### src/rtl/timer_apb_ctrl.sv
// ============================================================================
// timer_apb_ctrl : APB slave sequencer for the 64-bit timer register file.
// Rev 1.0
// ============================================================================
`default_nettype none

module timer_apb_ctrl #(
    parameter int unsigned        WAIT_CYCLES = 0,
    parameter int unsigned        ADDR_W      = 12,
    parameter logic [ADDR_W-1:0]  MAX_ADDR    = 'h1C
) (
    input  logic              clk,
    input  logic              rst,
    input  logic              psel_i,
    input  logic              penable_i,
    input  logic              pwrite_i,
    input  logic [ADDR_W-1:0] paddr_i,
    input  logic [31:0]       pwdata_i,
    input  logic [3:0]        pstrb_i,
    input  logic [31:0]       rf_rd_data_i,
    output logic              pready_o,
    output logic              pslverr_o,
    output logic [31:0]       prdata_o,
    output logic              wr_en_o,
    output logic              rd_en_o,
    output logic [ADDR_W-1:0] addr_o,
    output logic [31:0]       wdata_o,
    output logic [3:0]        strb_o,
    output logic              busy_o
);

    typedef enum logic [1:0] {
        S_IDLE = 2'd0,
        S_WAIT = 2'd1,
        S_DONE = 2'd2
    } state_t;

    localparam int          c_wait_init_int = (WAIT_CYCLES == 0) ? 0 : int'(WAIT_CYCLES) - 1;
    localparam logic [3:0]  c_wait_init     = 4'(c_wait_init_int);

    state_t              state_q, state_d;
    logic [3:0]          cnt_q, cnt_d;
    logic [ADDR_W-1:0]   addr_q, addr_d;
    logic [31:0]         wdata_q, wdata_d;
    logic [3:0]          strb_q, strb_d;
    logic                write_q, write_d;
    logic                err_q, err_d;
    logic                pready_q, pready_d;
    logic                pslverr_q, pslverr_d;
    logic                wr_en_q, wr_en_d;
    logic                rd_en_q, rd_en_d;
    logic                busy_q, busy_d;

    logic                w_setup;
    logic                w_setup_err;

    assign w_setup     = psel_i && !penable_i;
    // Misaligned, out of range, or a read that carries byte strobes.
    assign w_setup_err = (paddr_i[1:0] != 2'b00) ||
                         (paddr_i > MAX_ADDR) ||
                         (!pwrite_i && (pstrb_i != 4'h0));

    always_comb begin
        state_d = state_q;
        cnt_d   = cnt_q;
        addr_d  = addr_q;
        wdata_d = wdata_q;
        strb_d  = strb_q;
        write_d = write_q;
        err_d   = err_q;

        case (state_q)
            S_IDLE: begin
                if (w_setup) begin
                    addr_d  = paddr_i;
                    wdata_d = pwdata_i;
                    strb_d  = w_setup_err ? 4'h0 : pstrb_i;
                    write_d = pwrite_i;
                    err_d   = w_setup_err;
                    if (WAIT_CYCLES == 0) begin
                        state_d = S_DONE;
                    end else begin
                        state_d = S_WAIT;
                        cnt_d   = c_wait_init;
                    end
                end
            end
            S_WAIT: begin
                if (!psel_i) begin
                    state_d = S_IDLE;
                end else if (cnt_q == 4'd0) begin
                    state_d = S_DONE;
                end else begin
                    cnt_d = cnt_q - 4'd1;
                end
            end
            S_DONE: begin
                state_d = S_IDLE;
            end
            default: begin
                state_d = S_IDLE;
            end
        endcase

        // Outputs follow the next state so the registered versions line up with it.
        pready_d  = (state_d == S_DONE);
        pslverr_d = (state_d == S_DONE) && err_d;
        wr_en_d   = (state_d != S_IDLE) && write_d;
        rd_en_d   = (state_d != S_IDLE) && !write_d;
        busy_d    = (state_d != S_IDLE);
    end

    always_ff @(posedge clk) begin
        if (rst) begin
            state_q   <= S_IDLE;
            cnt_q     <= 4'h0;
            addr_q    <= '0;
            wdata_q   <= 32'h0;
            strb_q    <= 4'h0;
            write_q   <= 1'b0;
            err_q     <= 1'b0;
            pready_q  <= 1'b0;
            pslverr_q <= 1'b0;
            wr_en_q   <= 1'b0;
            rd_en_q   <= 1'b0;
            busy_q    <= 1'b0;
        end else begin
            state_q   <= state_d;
            cnt_q     <= cnt_d;
            addr_q    <= addr_d;
            wdata_q   <= wdata_d;
            strb_q    <= strb_d;
            write_q   <= write_d;
            err_q     <= err_d;
            pready_q  <= pready_d;
            pslverr_q <= pslverr_d;
            wr_en_q   <= wr_en_d;
            rd_en_q   <= rd_en_d;
            busy_q    <= busy_d;
        end
    end

    // Read data is only driven onto the bus in the completing cycle of a clean read.
    assign prdata_o  = ((state_q == S_DONE) && !write_q && !err_q) ? rf_rd_data_i : 32'h0;

    assign pready_o  = pready_q;
    assign pslverr_o = pslverr_q;
    assign wr_en_o   = wr_en_q;
    assign rd_en_o   = rd_en_q;
    assign addr_o    = addr_q;
    assign wdata_o   = wdata_q;
    assign strb_o    = strb_q;
    assign busy_o    = busy_q;

endmodule

`default_nettype wire
### config.mk
export PLATFORM = sky130hd
export DESIGN_NAME = timer_apb_ctrl
export DESIGN_NICKNAME = d
export VERILOG_FILES = /design/src/rtl/timer_apb_ctrl.sv
export SDC_FILE = /design/constraint.sdc
export NUM_CORES = 1
export LEC_CHECK = 0
export BUFFER_PORTS_ARGS = -buffer_cell sky130_fd_sc_hd__buf_2
export CAP_MARGIN = 20
export CORE_MARGIN = 1
export CORE_UTILIZATION = 30
export DETAILED_ROUTE_END_ITERATION = 7
export GPL_ROUTABILITY_DRIVEN = 0
export PLACE_DENSITY = 0.68
export RECOVER_POWER = 25
export SLEW_MARGIN = 20
export SYNTH_ARGS = -nofsm -noshare
export SYNTH_HDL_FRONTEND = slang
export SYNTH_SLANG_ARGS = --single-unit
export TNS_END_PERCENT = 10
### constraint.sdc
create_clock -name clk -period 1.9 [get_ports clk]
set_input_delay 0.38 -clock clk [delete_from_list [all_inputs] [get_ports clk]]
set_output_delay 0.38 -clock clk [all_outputs]
set_load 0.01 [all_outputs]
Word level (Yosys, flattened, before mapping)
Index checks and enable logic that the tools add are counted.
Widths: inputs -> output; s select.
{"block": "word_totals", "regBits": 61, "input_bits": 85, "output_inout_bits": 85, "elab_cells": 49}
{"block": "op_classes", "addsub": 1, "magnitude_cmp": 1, "eq_ne": 3, "n_mux": 10, "n_bitwise": 1, "reduce_logical": 21}
{"op": "$mux 32", "n": 1}
{"op": "$gt 12x5->1 const B", "n": 1}
{"op": "$logic_and 1x1->1", "n": 7}
{"op": "$mux 2", "n": 3}
{"op": "$logic_not 1->1", "n": 5}
{"op": "$eq 2x2->1 const B", "n": 2}
{"op": "$logic_not 4->1", "n": 1}
{"op": "$mux 1", "n": 4}
{"op": "$mux 4", "n": 1}
{"op": "$pmux 2 s2", "n": 1}
{"op": "$reduce_bool 2->1", "n": 2}
{"op": "$reduce_bool 4->1", "n": 1}
{"op": "$sub 4x1->4 const B", "n": 1}
{"op": "$reduce_and 3->1", "n": 1}
{"op": "$eq 2x1->1 const B", "n": 1}
{"op": "$logic_not 2->1", "n": 1}
{"op": "$logic_or 1x1->1", "n": 2}
{"op": "$reduce_and 2->1", "n": 1}
{"op": "$not 1->1", "n": 1}

Depth between registers and ports, before layout
{"block": "depth", "depth_word": 6, "ltp_mapped": 5, "ltp_nobuf": 5}

Worst setup path before layout
OpenSTA, ideal clock, no wires.
{"block": "synth_path", "path_type": "register to output", "start": "register state_q[0]", "end": "output prdata_o[10]", "arrival_ps": 1294, "t_required_ps": 1520, "slack_ps": 226, "path_stages_with_launch": 4, "path_buffers": 1, "cell_sequence": "dfxtp_1 -> nor4b_1 -> clkbuf_1 -> and2_2"}
{"block": "synth_via", "elab_chain_len": 4}
{"element": "from (decl)", "line_no": "41", "text": "state_t state_q, state_d;"}
{"element": "from (signal assigned)", "line_no": "128", "text": "state_q <= state_d;"}
{"element": "$eq 2x2->1", "line_no": "144", "text": "assign prdata_o = ((state_q == S_DONE) && !write_q && !err_q) ? rf_rd_data_i : 32'h0;"}
{"element": "$logic_and 1x1->1 (2 in series)", "line_no": "144"}
{"element": "$mux 32", "line_no": "144"}
{"element": "to (decl)", "line_no": "23", "text": "output logic [31:0] prdata_o,"}
Every way passes these cells.

Final worst setup path
{"block": "layout_path", "start": "register err_q", "end": "output prdata_o[15]"}
{"block": "layout_via", "elab_chain_len": 3}
{"element": "from (decl)", "line_no": "47", "text": "logic err_q, err_d;"}
{"element": "from (signal assigned)", "line_no": "134", "text": "err_q <= err_d;"}
{"element": "$logic_not 1->1", "line_no": "144"}
{"element": "$logic_and 1x1->1", "line_no": "144"}
{"element": "$mux 32", "line_no": "144"}
Every way passes these cells.

==> flow_summary.json <==
{
  "run_status": "completed",
  "die_area_sq_mm": 0.00864,
  "layout.cells.most_common": "sky130_fd_sc_hd__buf_2",
  "timing.max_slew.rel_slack": 0.640,
  "cp-end-kind": "output pin",
  "power.share.clock": 0.425,
  "detailroute.via_count": 2671,
  "number_of_antenna_violations_at_the_first_check_in_global_routing": 0,
  "mostFrequentLayoutCells": "sky130_fd_sc_hd__buf_2 (110), sky130_fd_sc_hd__nand2_1 (88), sky130_fd_sc_hd__dfxtp_1 (57)",
  "timing_hold_violations_final": 0,
  "die_w_um": 93.0,
  "firstDrtPassIters": 6,
  "critical_path.reg2reg.endpoint": "pslverr_o",
  "post_drt_via_cell_ratio": 4.60,
  "required_ps": 1520,
  "worstReg2RegStart": "state_q[0]",
  "clock_tree.root_cell": "sky130_fd_sc_hd__clkbuf_8",
  "yosysUniqueCellTypes": 32,
  "reg2reg_slack_ps": 270,
  "wire_per_inst_um": 12.4,
  "layout.cells.non_filler": 581,
  "post_detailed_routing_wire_length_um": 7230,
  "tritoncts": "done",
  "detail_route.iter0.violations": 92,
  "post_route_cells_drive_above_1_share": 0.436,
  "ios": 170,
  "grt_start_max_net_pins": 37,
  "hold-path-cell-count": 3,
  "p_comb_frac": 0.125,
  "area_growth_syn_to_layout_pct": 56.4,
  "mappedNetlistArea_sq_mm": 0.00248,
  "die_height_um": 93.0,
  "clk_path_buf_depth": 2,
  "setup.worst_path.start_class": "flop",
  "rows": 32,
  "swShare": 0.251,
  "synth-seq-cells": 61,
  "net_count_reported_at_finish": 560,
  "source_to_sink_clock_delay_at_the_later_pin_of_the_worst_skew_pair_ps": 340,
  "tot_gr_track_use": 0.154,
  "unrepaired_setup_endpoints_after_global_routing": "yes",
  "leakagePower_nw": 1.76,
  "timing.max_cap.violations": 0,
  "vdd_drop_max_v": 0.000378,
  "synthesis.instances": 299,
  "power_per_standard_cell_area_mw_per_mm2": 775,
  "worst_max_slew_pin_slew_ps": 538,
  "max_freq_mhz": 527,
  "finalMaxSlewViolations": 0,
  "signal_arrival_time_at_the_worst_endpoint_ps": 1520,
  "grt_pass1_wl_um": 10600,
  "synth.yosys.warnings": 0,
  "timing.final.crit_period_ps": 1900,
  "floorplan.core_area_sq_mm": 0.00785,
  "holdCritStartpoint": "pwdata_i[29]",
  "worst_clock_skew_ps": 5.91,
  "maximum_fanout_encountered_on_the_critical_timing_path": 8,
  "tritoncts.num_buffers": 9,
  "worstRegToRegCells": 5,
  "switchingPower_mw": 0.754,
  "syn_nets": 385,
  "start_to_end_type_of_the_worst_setup_path": "reg2out",
  "finalCritPeriodShare": 0.998,
  "clock_pin_transition_on_the_worst_setup_and_hold_timing_paths_ps": 70,
  "globalRoute.totalOverflow": 0,
  "min_path_type": "in2reg",
  "n_antenna_cell": 0,
  "initial_core_util": 0.316,
  "detail-route-antenna-nets": 0,
  "htree_num_levels": 3,
  "worst_hold_slack_ps": 275,
  "clock-sinks": 61,
  "final.fill_count": 755,
  "numPortBuffers": 169,
  "synth.avg_cell_area_sq_um": 8.30,
  "cellInternalPower_mw": 2.25,
  "first_global_vias": 2440,
  "remaining_drc_errors": 0,
  "relative_contribution_of_sequential_cells_to_total_power": 0.449,
  "timing.final.setup_violations": 0,
  "hpwlAfterDp_um": 4810,
  "design_power_total_mw": 3.01,
  "whs_endpoint": "wdata_o[29]",
  "dp_cells": 559,
  "ys_seq_area_frac": 0.492
}
## through the flow
step / util / cell area (sq um) / TNS [ps] / setup WS [ps]
after floorplan: - / 2480 / 0 / 226
after global placement: 0.435 / 3410 / 0 / 304
after detailed placement: 0.435 / 3410 / 0 / 238
after CTS: 0.476 / 3740 / 0 / 3.23
after global routing: 0.495 / 3880 / -2200 / -92.4
final: 0.495 / 3880 / 0 / 3.14
## synth_stat cells, drive strengths merged
| library cell | n | area (sq um) |
|---|---|---|
| a211oi | 1 | 7.51 |
| a21oi | 50 | 250 |
| and2 | 32 | 240 |
| and3 | 1 | 6.26 |
| and4b | 1 | 10.0 |
| buf | 8 | 70.1 |
| clkbuf | 11 | 41.3 |
| dfxtp | 61 | 1220 |
| ha | 1 | 12.5 |
| inv | 4 | 15.0 |
| mux2i | 1 | 10.0 |
| nand2 | 88 | 330 |
| nand2b | 1 | 6.26 |
| nand3 | 1 | 5.00 |
| nand3b | 2 | 15.0 |
| nand4 | 4 | 25.0 |
| nor2 | 8 | 30.0 |
| nor3 | 2 | 10.0 |
| nor3b | 2 | 15.0 |
| nor4 | 2 | 12.5 |
| nor4b | 2 | 32.5 |
| o211a | 1 | 10.0 |
| o21a | 1 | 7.51 |
| o21ai | 4 | 20.0 |
| o21bai | 1 | 7.51 |
| o2bb2ai | 4 | 35.0 |
| or3 | 3 | 18.8 |
| or4 | 1 | 7.51 |
| or4b | 1 | 10.0 |
## how the worst max path moves through the flow
stage | from | cells after the start | slack [ps] | endpoint
after detailed placement | penable_i | 5 | 240 | pslverr_o
after global routing | err_q | 5 | -90 | prdata_o[15]
after global placement | state_q[0] | 4 | 300 | prdata_o[12]
final | err_q | 5 | 3 | prdata_o[15]
after floorplan | state_q[0] | 3 | 230 | prdata_o[10]
after CTS | err_q | 5 | 3 | prdata_o[25]
## area by class of cell
cell class,instances,area [sq um],area share
Clock inverter,7,98.8,0.0255
Tap cell,102,128,0.0329
Multi-Input combinational cell,215,1160,0.298
Sequential cell,61,1230,0.317
Timing Repair Buffer,183,1130,0.291
Inverter,4,15.0,0.00387
Clock buffer,9,124,0.0319
## kinds of logic after synthesis
group | Yosys count | synth area share
buffers and inverters | 23 | 0.0509
multiplexers | 1 | 0.00403
AO/OA/AOI/OAI | 62 | 0.136
flip-flops | 61 | 0.492
adder cells (fa/ha/maj) | 1 | 0.00504
AND/OR/NAND/NOR | 151 | 0.312
## state kept, by name (all words and copies together) (netlist names)
signal,flops
addr_o,12
cnt_q,4
state_q,2
pready_o,1
wr_en_o,1
rd_en_o,1
write_q,1
pslverr_o,1
wdata_o,32
strb_o,4
busy_o,1
err_q,1
## what timing repair did
item | 4_1_cts | 5_1_grt
gates resized for setup | 19 | 33
buffers inserted | 1 | 2
endpoints found under the setup margin | 32 | 32
hold buffers | 0 | 0
pin swaps | 1 | 4
gates cloned | 3 | 0
## layer usage
metal | part of all wire | global-route usage | wire length [um] | vias up
li1 | - | - | - | 1334
met1 | 0.43 | 0.184 | 3100 | 1214
met2 | 0.50 | 0.263 | 3610 | 112
met3 | 0.061 | 0.0468 | 441 | 11
met4 | 0.011 | 0.0500 | 79 | 0
met5 | 0 | 0 | 0 | -
## power groups by stage
stage	clock, mW	combinational [mW]	sequential, mW
after global routing	1.38	0.415	1.36
after CTS	1.32	0.363	1.35
after floorplan	0	0.150	1.40
after global placement	0	0.341	1.38
final	1.28	0.377	1.35
after detailed placement	0	0.347	1.38
## critical path, stage by stage (launching register included)
cell,delay [ps]
sky130_fd_sc_hd__dfxtp_2,340
sky130_fd_sc_hd__nor4b_4,260
sky130_fd_sc_hd__buf_4,180
sky130_fd_sc_hd__buf_6,130
sky130_fd_sc_hd__and2_2,160
sky130_fd_sc_hd__buf_6,100
No activity file was read; power rests on OpenSTA's default activity.
